### src/rtl/uart_pkg.sv
// Constants shared by the UART blocks: data width, register-window base and buffer mode codes.
package uart_pkg;

    localparam int UART_DATA_W = 8;
    localparam int TX_BUF_BASE = 6;
    localparam int MODE_FRAME  = 1;
    localparam int MODE_FIFO   = 0;

endpackage

### src/rtl/tx_buf_mem.sv
// DEPTH x DATA_W register array: one synchronous write port, one asynchronous read port.
module tx_buf_mem #(
    parameter int DATA_W = 8,
    parameter int DEPTH  = 4,
    parameter int PTR_W  = $clog2(DEPTH)
) (
    input  logic              clk,
    input  logic              rst_n,
    input  logic              we,
    input  logic [PTR_W-1:0]  w_addr,
    input  logic [DATA_W-1:0] w_data,
    input  logic [PTR_W-1:0]  r_addr,
    output logic [DATA_W-1:0] r_data
);

    logic [DATA_W-1:0] mem_q [DEPTH];
    logic [DATA_W-1:0] mem_d [DEPTH];

    always_comb begin
        mem_d = mem_q;
        if (we) begin
            mem_d[w_addr] = w_data;
        end
    end

    always_ff @(posedge clk or negedge rst_n) begin
        if (!rst_n) begin
            for (int i = 0; i < DEPTH; i++) begin
                mem_q[i] <= '0;
            end
        end else begin
            mem_q <= mem_d;
        end
    end

    assign r_data = mem_q[r_addr];

endmodule

### src/rtl/tx_frame_buffer.sv
// UART transmit staging buffer: CPU writes a bus-address window, the transmitter drains in order.
// FRAME mode fills every slot by address before draining; FIFO mode is a streaming circular queue.
module tx_frame_buffer
    import uart_pkg::*;
#(
    parameter int DATA_W     = UART_DATA_W,
    parameter int DEPTH      = 4,
    parameter int ADDR_W     = 3,
    parameter int BASE_ADDR  = TX_BUF_BASE,
    parameter int FRAME_MODE = MODE_FRAME
) (
    input  logic                       clk,
    input  logic                       rst_n,
    input  logic                       wr,
    input  logic [ADDR_W-1:0]          address,
    input  logic [DATA_W-1:0]          w_data,
    input  logic                       rd,
    input  logic                       flush,
    input  logic                       clr_err,
    output logic [DATA_W-1:0]          r_data,
    output logic                       tx_valid,
    output logic                       full,
    output logic                       empty,
    output logic [$clog2(DEPTH+1)-1:0] count,
    output logic                       overflow,
    output logic                       underflow
);

    localparam int PTR_W = $clog2(DEPTH);
    localparam int CNT_W = $clog2(DEPTH + 1);
    localparam logic [31:0]      WIN_LO    = 32'(BASE_ADDR);
    localparam logic [31:0]      WIN_HI    = 32'(BASE_ADDR + DEPTH - 1);
    localparam logic [PTR_W-1:0] BASE_LO   = PTR_W'(BASE_ADDR);
    localparam logic [PTR_W-1:0] LAST_SLOT = PTR_W'(DEPTH - 1);
    localparam logic [CNT_W-1:0] CNT_MAX   = CNT_W'(DEPTH);

    logic [PTR_W-1:0] r_ptr_q, r_ptr_d;
    logic [PTR_W-1:0] w_ptr_q, w_ptr_d;
    logic [CNT_W-1:0] count_q, count_d;
    logic [DEPTH-1:0] valid_q, valid_d;
    logic             overflow_q, overflow_d;
    logic             underflow_q, underflow_d;

    logic [31:0]       addr_ext;
    logic              wr_hit;
    logic [PTR_W-1:0]  slot;
    logic              mem_we;
    logic [PTR_W-1:0]  mem_waddr;
    logic [DATA_W-1:0] mem_rdata;
    logic              push, pop, ov_ev, un_ev;

    // Offset modulo DEPTH equals the slot index because DEPTH is a power of two.
    assign addr_ext = 32'(address);
    assign wr_hit   = wr && (addr_ext >= WIN_LO) && (addr_ext <= WIN_HI);
    assign slot     = address[PTR_W-1:0] - BASE_LO;

    tx_buf_mem #(
        .DATA_W (DATA_W),
        .DEPTH  (DEPTH),
        .PTR_W  (PTR_W)
    ) u_mem (
        .clk    (clk),
        .rst_n  (rst_n),
        .we     (mem_we),
        .w_addr (mem_waddr),
        .w_data (w_data),
        .r_addr (r_ptr_q),
        .r_data (mem_rdata)
    );

    always_comb begin
        if (FRAME_MODE != MODE_FIFO) begin
            full     = &valid_q;
            tx_valid = full;
        end else begin
            full     = (count_q == CNT_MAX);
            tx_valid = (count_q != '0);
        end
        empty     = (count_q == '0);
        count     = count_q;
        r_data    = tx_valid ? mem_rdata : '0;
        overflow  = overflow_q;
        underflow = underflow_q;
    end

    always_comb begin
        r_ptr_d   = r_ptr_q;
        w_ptr_d   = w_ptr_q;
        count_d   = count_q;
        valid_d   = valid_q;
        mem_we    = 1'b0;
        mem_waddr = w_ptr_q;
        push      = 1'b0;
        pop       = 1'b0;
        ov_ev     = 1'b0;
        un_ev     = 1'b0;

        if (flush) begin
            r_ptr_d = '0;
            w_ptr_d = '0;
            count_d = '0;
            valid_d = '0;
        end else if (FRAME_MODE != MODE_FIFO) begin
            un_ev = rd && !tx_valid;
            if (wr_hit) begin
                if (full) begin
                    ov_ev = 1'b1;
                end else begin
                    mem_we    = 1'b1;
                    mem_waddr = slot;
                    if (!valid_q[slot]) begin
                        valid_d[slot] = 1'b1;
                        count_d       = count_q + CNT_W'(1);
                    end
                end
            end
            // The final pop releases the whole frame at once.
            if (rd && tx_valid) begin
                if (r_ptr_q == LAST_SLOT) begin
                    r_ptr_d = '0;
                    valid_d = '0;
                    count_d = '0;
                end else begin
                    r_ptr_d = r_ptr_q + PTR_W'(1);
                end
            end
        end else begin
            push  = wr_hit && (!full || rd);
            pop   = rd && !empty;
            ov_ev = wr_hit && full && !rd;
            un_ev = rd && empty;
            if (push) begin
                mem_we  = 1'b1;
                w_ptr_d = w_ptr_q + PTR_W'(1);
            end
            if (pop) begin
                r_ptr_d = r_ptr_q + PTR_W'(1);
            end
            case ({push, pop})
                2'b10:   count_d = count_q + CNT_W'(1);
                2'b01:   count_d = count_q - CNT_W'(1);
                default: count_d = count_q;
            endcase
        end

        // A fresh error event outranks clr_err in the same cycle.
        overflow_d  = (overflow_q && !clr_err) || ov_ev;
        underflow_d = (underflow_q && !clr_err) || un_ev;
    end

    always_ff @(posedge clk or negedge rst_n) begin
        if (!rst_n) begin
            r_ptr_q     <= '0;
            w_ptr_q     <= '0;
            count_q     <= '0;
            valid_q     <= '0;
            overflow_q  <= 1'b0;
            underflow_q <= 1'b0;
        end else begin
            r_ptr_q     <= r_ptr_d;
            w_ptr_q     <= w_ptr_d;
            count_q     <= count_d;
            valid_q     <= valid_d;
            overflow_q  <= overflow_d;
            underflow_q <= underflow_d;
        end
    end

endmodule

### config.mk
export PLATFORM = sky130hd
export DESIGN_NAME = tx_frame_buffer
export DESIGN_NICKNAME = d
export VERILOG_FILES = /design/src/rtl/uart_pkg.sv /design/src/rtl/tx_buf_mem.sv /design/src/rtl/tx_frame_buffer.sv
export SDC_FILE = /design/constraint.sdc
export NUM_CORES = 1
export LEC_CHECK = 0
export ABC_AREA = 1
export CORE_ASPECT_RATIO = 2
export CORE_MARGIN = 10
export CORE_UTILIZATION = 45
export DETAILED_ROUTE_END_ITERATION = 12
export MAX_ROUTING_LAYER = met4
export PLACE_DENSITY = 0.69
export SYNTH_ARGS = -nofsm -noshare
export SYNTH_HDL_FRONTEND = slang
export SYNTH_SLANG_ARGS = --single-unit
### constraint.sdc
create_clock -name clk -period 3.4 [get_ports clk]
set_clock_uncertainty 0.1 [all_clocks]
set_input_delay 0.68 -clock clk [delete_from_list [all_inputs] [get_ports clk]]
set_output_delay 0.68 -clock clk [all_outputs]
set_load 0.05 [all_outputs]
==> results <==
- When the netlist entered floorplanning its net count stood at 248.
- The clock input transition at the sequential cells of the worst setup and hold paths is 0.08 ns.
- In this run, CTS created clock tree buffers numbering 5.
- The die extent in x is 66.8 um.
- The number of nets in the final layout is 264.
- The number of global-route vias before repair is 1,455.
- The congestion estimate from routability-driven global placement came to 0.780.
- Leaving out fill and tap cells, the most frequent cell in the layout is sky130_fd_sc_hd__dfrtp_1.
- At the worst endpoint, the required time is 2.62 ns.
- The detailed-routing wirelength on met1 is 1680 um.
- Of the synthesized area, sequential elements account for 0.546.
- The synthesized netlist contains 22 unique library cells.
- The filler cells instantiated in the layout total 392.
- At the worst endpoint, the arrival time is 2.38 ns.
- The library cells used most frequently in the layout, excluding fill and tap cells, are 43 x sky130_fd_sc_hd__dfrtp_1, 41 x sky130_fd_sc_hd__nor2_1, 30 x sky130_fd_sc_hd__nand2_1, 30 x sky130_fd_sc_hd__clkdlybuf4s50_1, 23 x sky130_fd_sc_hd__inv_1.
- The clock root buffer is sky130_fd_sc_hd__clkbuf_8.
- The highest metal layer carrying signal wires in the routed design is met4.
- The DRC violation count after routing is 0.
- The peak supply drop is 0.332 mV.
- OpenSTA, run right after detailed placement, puts the worst setup slack at 0.530 ns.
- The flow ran to the end, and the final reports show no timing, DRC or antenna violations.
- The sum of met2 wire segment lengths after detailed routing is 2060 um.
- The category of the worst setup path launch point is a flop.
- The worst path meets setup with 0.240 ns of slack.
- The number of antenna diodes in the final layout is 0.
- In the synthesized netlist, the number of instances is 228.
- The maximum root-to-sink buffer count is 2.
- The number of endpoints failing setup at the final stage is 0.
- The detailed router finished its first iteration with 65 violations.
- The CTS tree is yes.
- Buffers inserted to repair hold after CTS numbered 0.
- The share of the clock period used by the worst path after layout is 0.929.
- The share of the synthesized area in the top cell type is 0.546.
- For this design the static power due to leakage is 1.10 nW.
- The post-layout instance count excluding filler cells is 299.
- Dividing total power by cell area gives a power density of 474 mW/mm^2.
- The cell taking the most area after synthesis is sky130_fd_sc_hd__dfrtp_1.
- After floorplanning, the core was divided into 34 placement rows.
- The mean routed wirelength per cell is 13.5 um.
- The final total negative setup slack is 0 ns.
- The number of iterations in the first detailed-routing pass is 5.
- The die is 114 um tall.
- Summing all non-filler instances in the final layout gives an area of 0.00236 mm^2.
- The launch point of the worst path is r_ptr_q[1].
- STA classifies the critical path endpoint as a primary output.
- The final period demand of the worst path is 3.16 ns.
- The top achievable clock speed is 316 MHz.
- The later pin in the worst-skew pair is clocked with a latency of 0.29 ns.
- The effective utilization at floorplan is 0.459.
- The placeable core region is 0.00430 mm^2.
- Compared with the post-synthesis result, the final layout area differs by 19.7%.
- The final-report max-slew violation count came to 0.
- Measured against its own limit, the worst slew margin works out to 0.392.
- The maximum fanout count along the critical path is 10.
- The overall routing resource usage is 0.115.
- In this run the count of I/O pins placed on the die edge is 33.
- The via count is 1,446.
- In the final layout, the share of cells above drive strength 1 is 0.0939.
- The placed instance count is 291.
- The floorplan step defined a die boundary enclosing 0.00759 mm^2.
- The number of antenna violations at the first check in global routing is 0.
- The critical path start-end classification is flop to primary output.
- The tree built by TritonCTS fans out to 43 sinks.
- Measured on the finished design, the core utilization comes to 0.549.
- The worst register-to-register path begins at valid_q[2].
- Setup repair after global routing left no endpoint under its margin.
- The placed instances occupy a cell area of 0.00224 mm^2.
- The first-pass GRT wire length is 6580 um.
- The average footprint of a synthesized cell is 8.64 um^2.
- The synthesized design contains 43 register bits.
- The post-cts gate resize count is 0.
- The number of H-tree branching levels is 2.
- By area the synthesized netlist is led by sky130_fd_sc_hd__dfrtp_1 55%, sky130_fd_sc_hd__nor2_1 7.8%, sky130_fd_sc_hd__nand2_1 5.7%.
- The final count of hold timing violations is 0.
- For the pin with the worst max-slew slack, the measured transition is 0.912 ns.
- Once detail routing completed, the nets flagged for antenna violations numbered 0.
- The worst hold path belongs to the class flop to flop.
- The number of vias per cell after detailed routing is 4.84.
- The count of buffers added on input and output ports is 32.
- The post-synth design cell area is 0.00197 mm^2.
- The yosys synthesis warning count is 0.
- The number of setup buffers added after CTS is 0.
- The pin count of the biggest net entering global routing is 44.
- Hold is met by 0.278 ns.
- The routed wire length is 4030 um.
- Summed over all layers, the global routing overflow is 0.
- Wire segments on met3 add up to 222 um in the final route.
- The completed layout was analyzed and its total power is 1.12 mW.
- The total of max-cap violations is 0.
- Once detailed placement completed, the half-perimeter wirelength came to 2980 um.
- The worst hold path begins at u_mem.mem_q[5].
## final cells by class
type	instances	area (um^2)	share of cell area
multi-input combinational	136	679	0.288
timing repair buffer	33	325	0.138
clock inverter	2	35.0	0.0148
inverter	25	93.8	0.0398
tap	54	67.6	0.0286
sequential	43	1080	0.456
clock buffer	6	82.6	0.0350
## where the power goes
group | leakage (nW) | switching (mW) | internal (mW)
clock | 0.0612 | 0.169 | 0.238
sequential | 0.578 | 0.0250 | 0.552
combinational | 0.462 | 0.0756 | 0.0580
## path summary, 6_finish.rpt
path / cells past startpoint / to / slack, ns
min: 0 / u_mem.mem_q[5] / 0.28
max: 5 / r_data[1] / 0.24
min reg2reg: 0 / u_mem.mem_q[5] / 0.28
max in group asynchronous: 1 / u_mem.mem_q[9] / 2.21
min in group asynchronous: 1 / valid_q[2] / 0.41
max reg2reg: 6 / u_mem.mem_q[18] / 1.57
## registers in the layout, summed over array words and instances (netlist names)
signal	count
u_mem.mem_q	32
valid_q	4
count	3
underflow	1
overflow	1
r_ptr_q	2
## layer usage
layer	GRT usage	vias to the layer above
met3	0.0295	4
met1	0.115	658
met2	0.195	38
met5	-	-
met4	0.0591	0
li1	-	746
## cell usage after synthesis
master	count
sky130_fd_sc_hd__buf_6	3
sky130_fd_sc_hd__o21ai_0	21
sky130_fd_sc_hd__o21ai_2	8
sky130_fd_sc_hd__nand4_1	1
sky130_fd_sc_hd__nand3_1	7
sky130_fd_sc_hd__clkbuf_1	16
sky130_fd_sc_hd__a21oi_1	10
sky130_fd_sc_hd__nor2_1	41
sky130_fd_sc_hd__buf_2	4
sky130_fd_sc_hd__o21ai_1	8
sky130_fd_sc_hd__a31oi_1	2
sky130_fd_sc_hd__buf_4	1
sky130_fd_sc_hd__nor3_4	1
sky130_fd_sc_hd__inv_2	1
sky130_fd_sc_hd__nor2_4	1
sky130_fd_sc_hd__ha_1	3
sky130_fd_sc_hd__inv_1	23
sky130_fd_sc_hd__dfrtp_1	43
sky130_fd_sc_hd__nand3_2	2
sky130_fd_sc_hd__clkinv_1	1
sky130_fd_sc_hd__nand2_1	30
sky130_fd_sc_hd__o32ai_1	1
## worst max-delay path, stage by stage, from the launching register on
cell	delay, ns
sky130_fd_sc_hd__dfrtp_1	0.53
sky130_fd_sc_hd__clkinv_1	0.30
sky130_fd_sc_hd__nor2_1	0.16
sky130_fd_sc_hd__o21ai_0	0.10
sky130_fd_sc_hd__a21oi_1	0.17
sky130_fd_sc_hd__clkdlybuf4s50_1	0.83
## kinds of logic after synthesis
family,Yosys count,synth area share
AO/OA/AOI/OAI,50,0.145
adder cells (fa/ha/maj),3,0.0190
buffers and inverters,49,0.109
flip-flops,43,0.546
AND/OR/NAND/NOR,83,0.180
Power figures use the tool's default switching activity.
